--- config.mk ---
export PLATFORM = sky130hd
export DESIGN_NAME = ripple_carry_adder_flat
export DESIGN_NICKNAME = d
export VERILOG_FILES = /design/src/rtl/ripple_carry_adder_if.sv /design/src/rtl/ripple_carry_adder_full_adder.sv /design/src/rtl/ripple_carry_adder.sv /design/src/flat_wrapper.sv
export SDC_FILE = /design/constraint.sdc
export NUM_CORES = 1
export LEC_CHECK = 0
export ABC_AREA = 1
export CORE_AREA = 10 10 47 49
export CTS_CLUSTER_DIAMETER = 80
export CTS_CLUSTER_SIZE = 14
export DETAILED_ROUTE_END_ITERATION = 6
export DIE_AREA = 0 0 57 59
export HOLD_SLACK_MARGIN = 0.06
export PLACE_DENSITY = 0.56
export SLEW_MARGIN = 20
export SYNTH_ARGS = -nofsm -noshare
export SYNTH_HDL_FRONTEND = slang
export SYNTH_SLANG_ARGS = --single-unit
export TNS_END_PERCENT = 100
--- constraint.sdc ---
create_clock -name clk -period 2.7 [get_ports clk]
set_input_delay 0.54 -clock clk [delete_from_list [all_inputs] [get_ports clk]]
set_output_delay 0.54 -clock clk [all_outputs]
set_load 0.03 [all_outputs]
--- src/rtl/ripple_carry_adder_if.sv ---
// rtl/ripple_carry_adder_if.sv - operand/result bus for the ripple-carry adder
// Purpose: groups the operand inputs and the registered results into one bundle.
// Signals:
//   a, b      operands (WIDTH bits)
//   ci        carry-in to the LSB stage
//   in_valid  qualifies a/b/ci for capture
//   s         registered sum (WIDTH bits)
//   cout      registered carry-out of the MSB stage
//   ovf       registered two's-complement overflow
//   out_valid high for the cycle in which s/cout/ovf hold a fresh result
// Modports: master drives the operands, slave (the adder) drives the results.
interface ripple_carry_adder_if #(
  parameter int WIDTH = 4
);
  logic [WIDTH-1:0] a;
  logic [WIDTH-1:0] b;
  logic             ci;
  logic             in_valid;
  logic [WIDTH-1:0] s;
  logic             cout;
  logic             ovf;
  logic             out_valid;

  modport master (
    output a, b, ci, in_valid,
    input  s, cout, ovf, out_valid
  );

  modport slave (
    input  a, b, ci, in_valid,
    output s, cout, ovf, out_valid
  );
endinterface

--- src/rtl/ripple_carry_adder_full_adder.sv ---
// rtl/ripple_carry_adder_full_adder.sv - purely combinational 1-bit full adder
// Purpose: one stage of the ripple chain.
// Ports:
//   a_i, b_i  operand bits
//   cin_i     carry in from the previous stage
//   sum_o     a_i ^ b_i ^ cin_i
//   cout_o    carry out to the next stage
module full_adder (
  input  logic a_i,
  input  logic b_i,
  input  logic cin_i,
  output logic sum_o,
  output logic cout_o
);
  logic p;

  // Propagate term is shared by the sum and the carry.
  assign p      = a_i ^ b_i;
  assign sum_o  = p ^ cin_i;
  assign cout_o = (a_i & b_i) | (cin_i & p);
endmodule

--- src/rtl/ripple_carry_adder.sv ---
// rtl/ripple_carry_adder.sv - registered WIDTH-bit ripple-carry adder
// Purpose: a + b + ci through a chain of full adders, result captured in an
//          output register (one-cycle latency, one operation per cycle).
// Ports:
//   clk  rising-edge clock
//   rst  synchronous active-high reset, overrides in_valid
//   bus  slave side of ripple_carry_adder_if (operands in, registered results out)
module ripple_carry_adder #(
  parameter int WIDTH = 4
) (
  input  logic                clk,
  input  logic                rst,
  ripple_carry_adder_if.slave bus
);
  // c[0] is the carry-in; c[i+1] is the carry out of stage i.
  logic [WIDTH:0]   c;
  logic [WIDTH-1:0] sum_w;

  logic [WIDTH-1:0] s_q, s_d;
  logic             cout_q, cout_d;
  logic             ovf_q, ovf_d;
  logic             valid_q, valid_d;

  assign c[0] = bus.ci;

  genvar i;
  generate
    for (i = 0; i < WIDTH; i++) begin : g_stage
      full_adder u_fa (
        .a_i    (bus.a[i]),
        .b_i    (bus.b[i]),
        .cin_i  (c[i]),
        .sum_o  (sum_w[i]),
        .cout_o (c[i+1])
      );
    end
  endgenerate

  // Results hold when no operation is presented; the strobe drops.
  always_comb begin
    s_d     = s_q;
    cout_d  = cout_q;
    ovf_d   = ovf_q;
    valid_d = bus.in_valid;
    if (bus.in_valid) begin
      s_d    = sum_w;
      cout_d = c[WIDTH];
      // Signed overflow: carry into the sign bit differs from carry out of it.
      ovf_d  = c[WIDTH-1] ^ c[WIDTH];
    end
  end

  always_ff @(posedge clk) begin
    if (rst) begin
      s_q     <= '0;
      cout_q  <= 1'b0;
      ovf_q   <= 1'b0;
      valid_q <= 1'b0;
    end else begin
      s_q     <= s_d;
      cout_q  <= cout_d;
      ovf_q   <= ovf_d;
      valid_q <= valid_d;
    end
  end

  assign bus.s         = s_q;
  assign bus.cout      = cout_q;
  assign bus.ovf       = ovf_q;
  assign bus.out_valid = valid_q;
endmodule

--- src/flat_wrapper.sv ---
// flat-port wrapper written by rule: the top's interface ports become plain ports
module ripple_carry_adder_flat 
#(
  parameter int WIDTH = 4
)
  (clk, rst, bus_a, bus_b, bus_ci, bus_in_valid, bus_s, bus_cout, bus_ovf, bus_out_valid);
  ripple_carry_adder_if #(.WIDTH(WIDTH)) bus_i ();
  input  logic clk;
  input  logic rst;
  input wire logic [$bits(bus_i.a)-1:0] bus_a;
  input wire logic [$bits(bus_i.b)-1:0] bus_b;
  input wire logic [$bits(bus_i.ci)-1:0] bus_ci;
  input wire logic [$bits(bus_i.in_valid)-1:0] bus_in_valid;
  output wire logic [$bits(bus_i.s)-1:0] bus_s;
  output wire logic [$bits(bus_i.cout)-1:0] bus_cout;
  output wire logic [$bits(bus_i.ovf)-1:0] bus_ovf;
  output wire logic [$bits(bus_i.out_valid)-1:0] bus_out_valid;
  assign bus_i.a = bus_a;
  assign bus_i.b = bus_b;
  assign bus_i.ci = bus_ci;
  assign bus_i.in_valid = bus_in_valid;
  assign bus_s = bus_i.s;
  assign bus_cout = bus_i.cout;
  assign bus_ovf = bus_i.ovf;
  assign bus_out_valid = bus_i.out_valid;
  ripple_carry_adder #(.WIDTH(WIDTH)) u_core (.clk(clk), .rst(rst), .bus(bus_i));
endmodule
==> impl_metrics.py <==
metrics = {
    "synth": {
        "yosys_warnings": 0,
        "yosysTopAreaCell": "dfxtp_1",
        "synthAdderAreaFrac": 0.216,
        "synthSimpleGateAreaFrac": 0.223,
        "synth_mux_area_frac": 0,
        "seq_area_frac_synth": 0.378,
        "synth_top_family_by_area": "simple AND/OR/NAND/NOR gates",
        "synth-xor-area-share": 0,
        "syn-mean-instance-area_um2": 8.05,
        "ys_seq_elements": 7,
        "synth_area_leaders": "dfxtp_1 (38%), fa_1 (22%), nor2_1 (14%)",
        "synth_nets": 62,
        "synth_area_um2": 370,
        "synth_top_area_share": 0.378,
        "ys_types": 8,
        "synthCells": 46,
        "synth_compound_area_frac": 0.0608,
    },
    "timing": {
        "hold_viol": 0,
        "worstMarginPinSlew_ns": 0.405,
        "slew_headroom": 0.729,
        "setup_viol": 0,
        "fin_crit_sh": 0.938,
        "fin_ws_ns": 0.167,
        "rsz0062_at_grt": "false",
        "finClkSkew_ns": 0,
        "maxSlewViolCount": 0,
        "fin_crit_ns": 2.53,
        "fmax_ghz": 0.395,
    },
    "clock_network": {
        "cts.path.max_buffers": 2,
        "cts_num_sinks": 7,
        "htree_levels": 1,
        "post_cts_buffers": 0,
        "holdBufCountCts": 0,
        "path_clk_slew_ns": 0.05,
        "cts_resized": 0,
        "clkLatencyLatePin_ns": 0.25,
        "cts_tree": "yes",
        "clockRootBuffer": "clkbuf_4",
        "cts_buffers": 3,
    },
    "power": {
        "comb_power_share": 0.298,
        "switching_share": 0.292,
        "power_leakage_nw": 0.279,
        "p_per_area_nw_per_um2": 508,
        "power.internal_mw": 0.213,
        "vdd_drop_max_v": 0.000218,
        "p_clk_frac": 0.313,
        "p_sw_mw": 0.0879,
        "p_seq_frac": 0.389,
    },
    "finish": {
        "drive_gt1_frac": 0.0882,
        "utilization": 0.423,
        "num_antenna_cells": 0,
        "final_common_cell": "clkdlybuf4s50_1",
        "syn_to_final_growth_pct": 60.1,
        "fillerInstances": 144,
        "nets": 85,
        "finalNonFillerCells": 84,
        "fin_area_um2": 593,
        "final_cell_mix": "clkdlybuf4s50_1 (18), nor2_1 (14), inv_1 (9), nand2_1 (8), dfxtp_1 (7)",
    },
    "detailed_routing": {
        "antenna_left": 0,
        "drc": 0,
        "first_iter_violations": 2,
        "vias": 330,
        "via_per_inst": 3.93,
        "wl_per_cell_um": 9.48,
        "first_pass_iters": 2,
        "totalWireLength_um": 796,
    },
    "setup_path": {
        "worstPathArrival_ns": 2.72,
        "path_max_fanout": 2,
        "reg2reg_depth": 2,
        "cp-end-kind": "register",
        "crit_type": "in -> reg",
        "required_ns": 2.89,
        "critPathLaunchType": "primary input",
    },
    "place": {
        "placed_cell_area_um2": 567,
        "preCtsSetupSlack_ns": -0.106,
        "place_inst": 80,
        "gp_congestion": 0.661,
        "dp_hpwl_um": 676,
        "numPortBuffers": 18,
    },
    "global_route": {
        "grt_max_degree": 12,
        "antenna_found_initial": 0,
        "grt_pass1_vias": 357,
        "grt_usage": 0.0583,
        "grt_pass1_wl_um": 1480,
        "grt-ovfl-total": 0,
    },
    "floorplan": {
        "io_pins": 19,
        "die_y_um": 59,
        "die_w_um": 57,
        "rows": 14,
        "core_area_um2": 1400,
        "dieArea_um2": 3360,
        "start_util": 0.264,
    },
    "flow_run": {
        "drv_cap": 0,
    },
    "hold_path": {
        "hold_depth": 2,
        "min_path_type": "reg -> reg",
    },
    "status": {
        "status": "complete, no violations",
    },
}
-- power groups by stage --
| stage | sequential, mW | combinational, mW | clock [mW] |
|---|---|---|---|
| 6_report | 0.117 | 0.0898 | 0.0942 |
| 5_1_grt | 0.119 | 0.0996 | 0.108 |
| 4_1_cts | 0.117 | 0.0912 | 0.0968 |
| 3_5_place_dp | 0.119 | 0.0909 | 0 |
| 3_3_place_gp | 0.119 | 0.0911 | 0 |
| 2_1_floorplan | 0.137 | 0.0319 | 0 |
-- cell families after synthesis --
kind of cell,after synthesis
AO/OA/AOI/OAI,3
adder cells (fa/ha/maj),4
buffers and inverters,10
flip-flops,7
AND/OR/NAND/NOR,22
-- per-layer routing --
metal,up-vias,track usage,share of wire
met5,-,0,0
li1,175,-,-
met1,138,0.0531,0.41
met4,0,0.0805,0.045
met3,4,0.0236,0.079
met2,13,0.0853,0.46
-- cell usage after synthesis (all sizes together) --
library cell and number:
fa 4, dfxtp 7, nor2 14, nand2 8
buf 1, o21ai 3, inv 9
-- final timing paths --
check	start	to	slack (ns)
worst max-delay path	bus_ci	u_core.bus.s[3]	0.17
worst min-delay path	u_core.bus.s[1]	u_core.bus.s[1]	0.47
worst max register to register	u_core.bus.ovf	u_core.bus.ovf	2.11
worst min register to register	u_core.bus.s[1]	u_core.bus.s[1]	0.47
-- cell type report --
class	count	area [µm²]	area share
Sequential cell	7	140	0.236
Timing Repair Buffer	19	188	0.316
Multi-Input combinational cell	29	185	0.312
Clock buffer	4	26.3	0.0443
Inverter	9	33.8	0.0570
Tap cell	16	20.0	0.0338
-- per-stage QoR --
stage | power, mW | hold slack [ns] | TNS (ns)
after detailed placement | 0.210 | 0.468 | -0.110
after CTS | 0.305 | 0.475 | 0
after floorplan | 0.169 | 0.593 | 0
after global placement | 0.210 | 0.457 | -0.101
after global routing | 0.326 | 0.510 | 0
final | 0.301 | 0.471 | 0
-- state kept, by name, indices dropped and copies added (netlist names) --
| name | cells |
|---|---|
| u_core.bus.cout | 1 |
| u_core.bus.out_valid | 1 |
| u_core.bus.ovf | 1 |
| u_core.bus.s | 4 |
-- critical path, cell delays in order --
cell and delay (ns):
clkdlybuf4s50_1 0.43, fa_1 0.41, inv_1 0.08, fa_1 0.15, inv_1 0.05, fa_1 0.38, inv_1 0.08, fa_1 0.41
nand2_1 0.08, nand2_1 0.05, nor2_1 0.07
(Power assumes the default switching activity.)
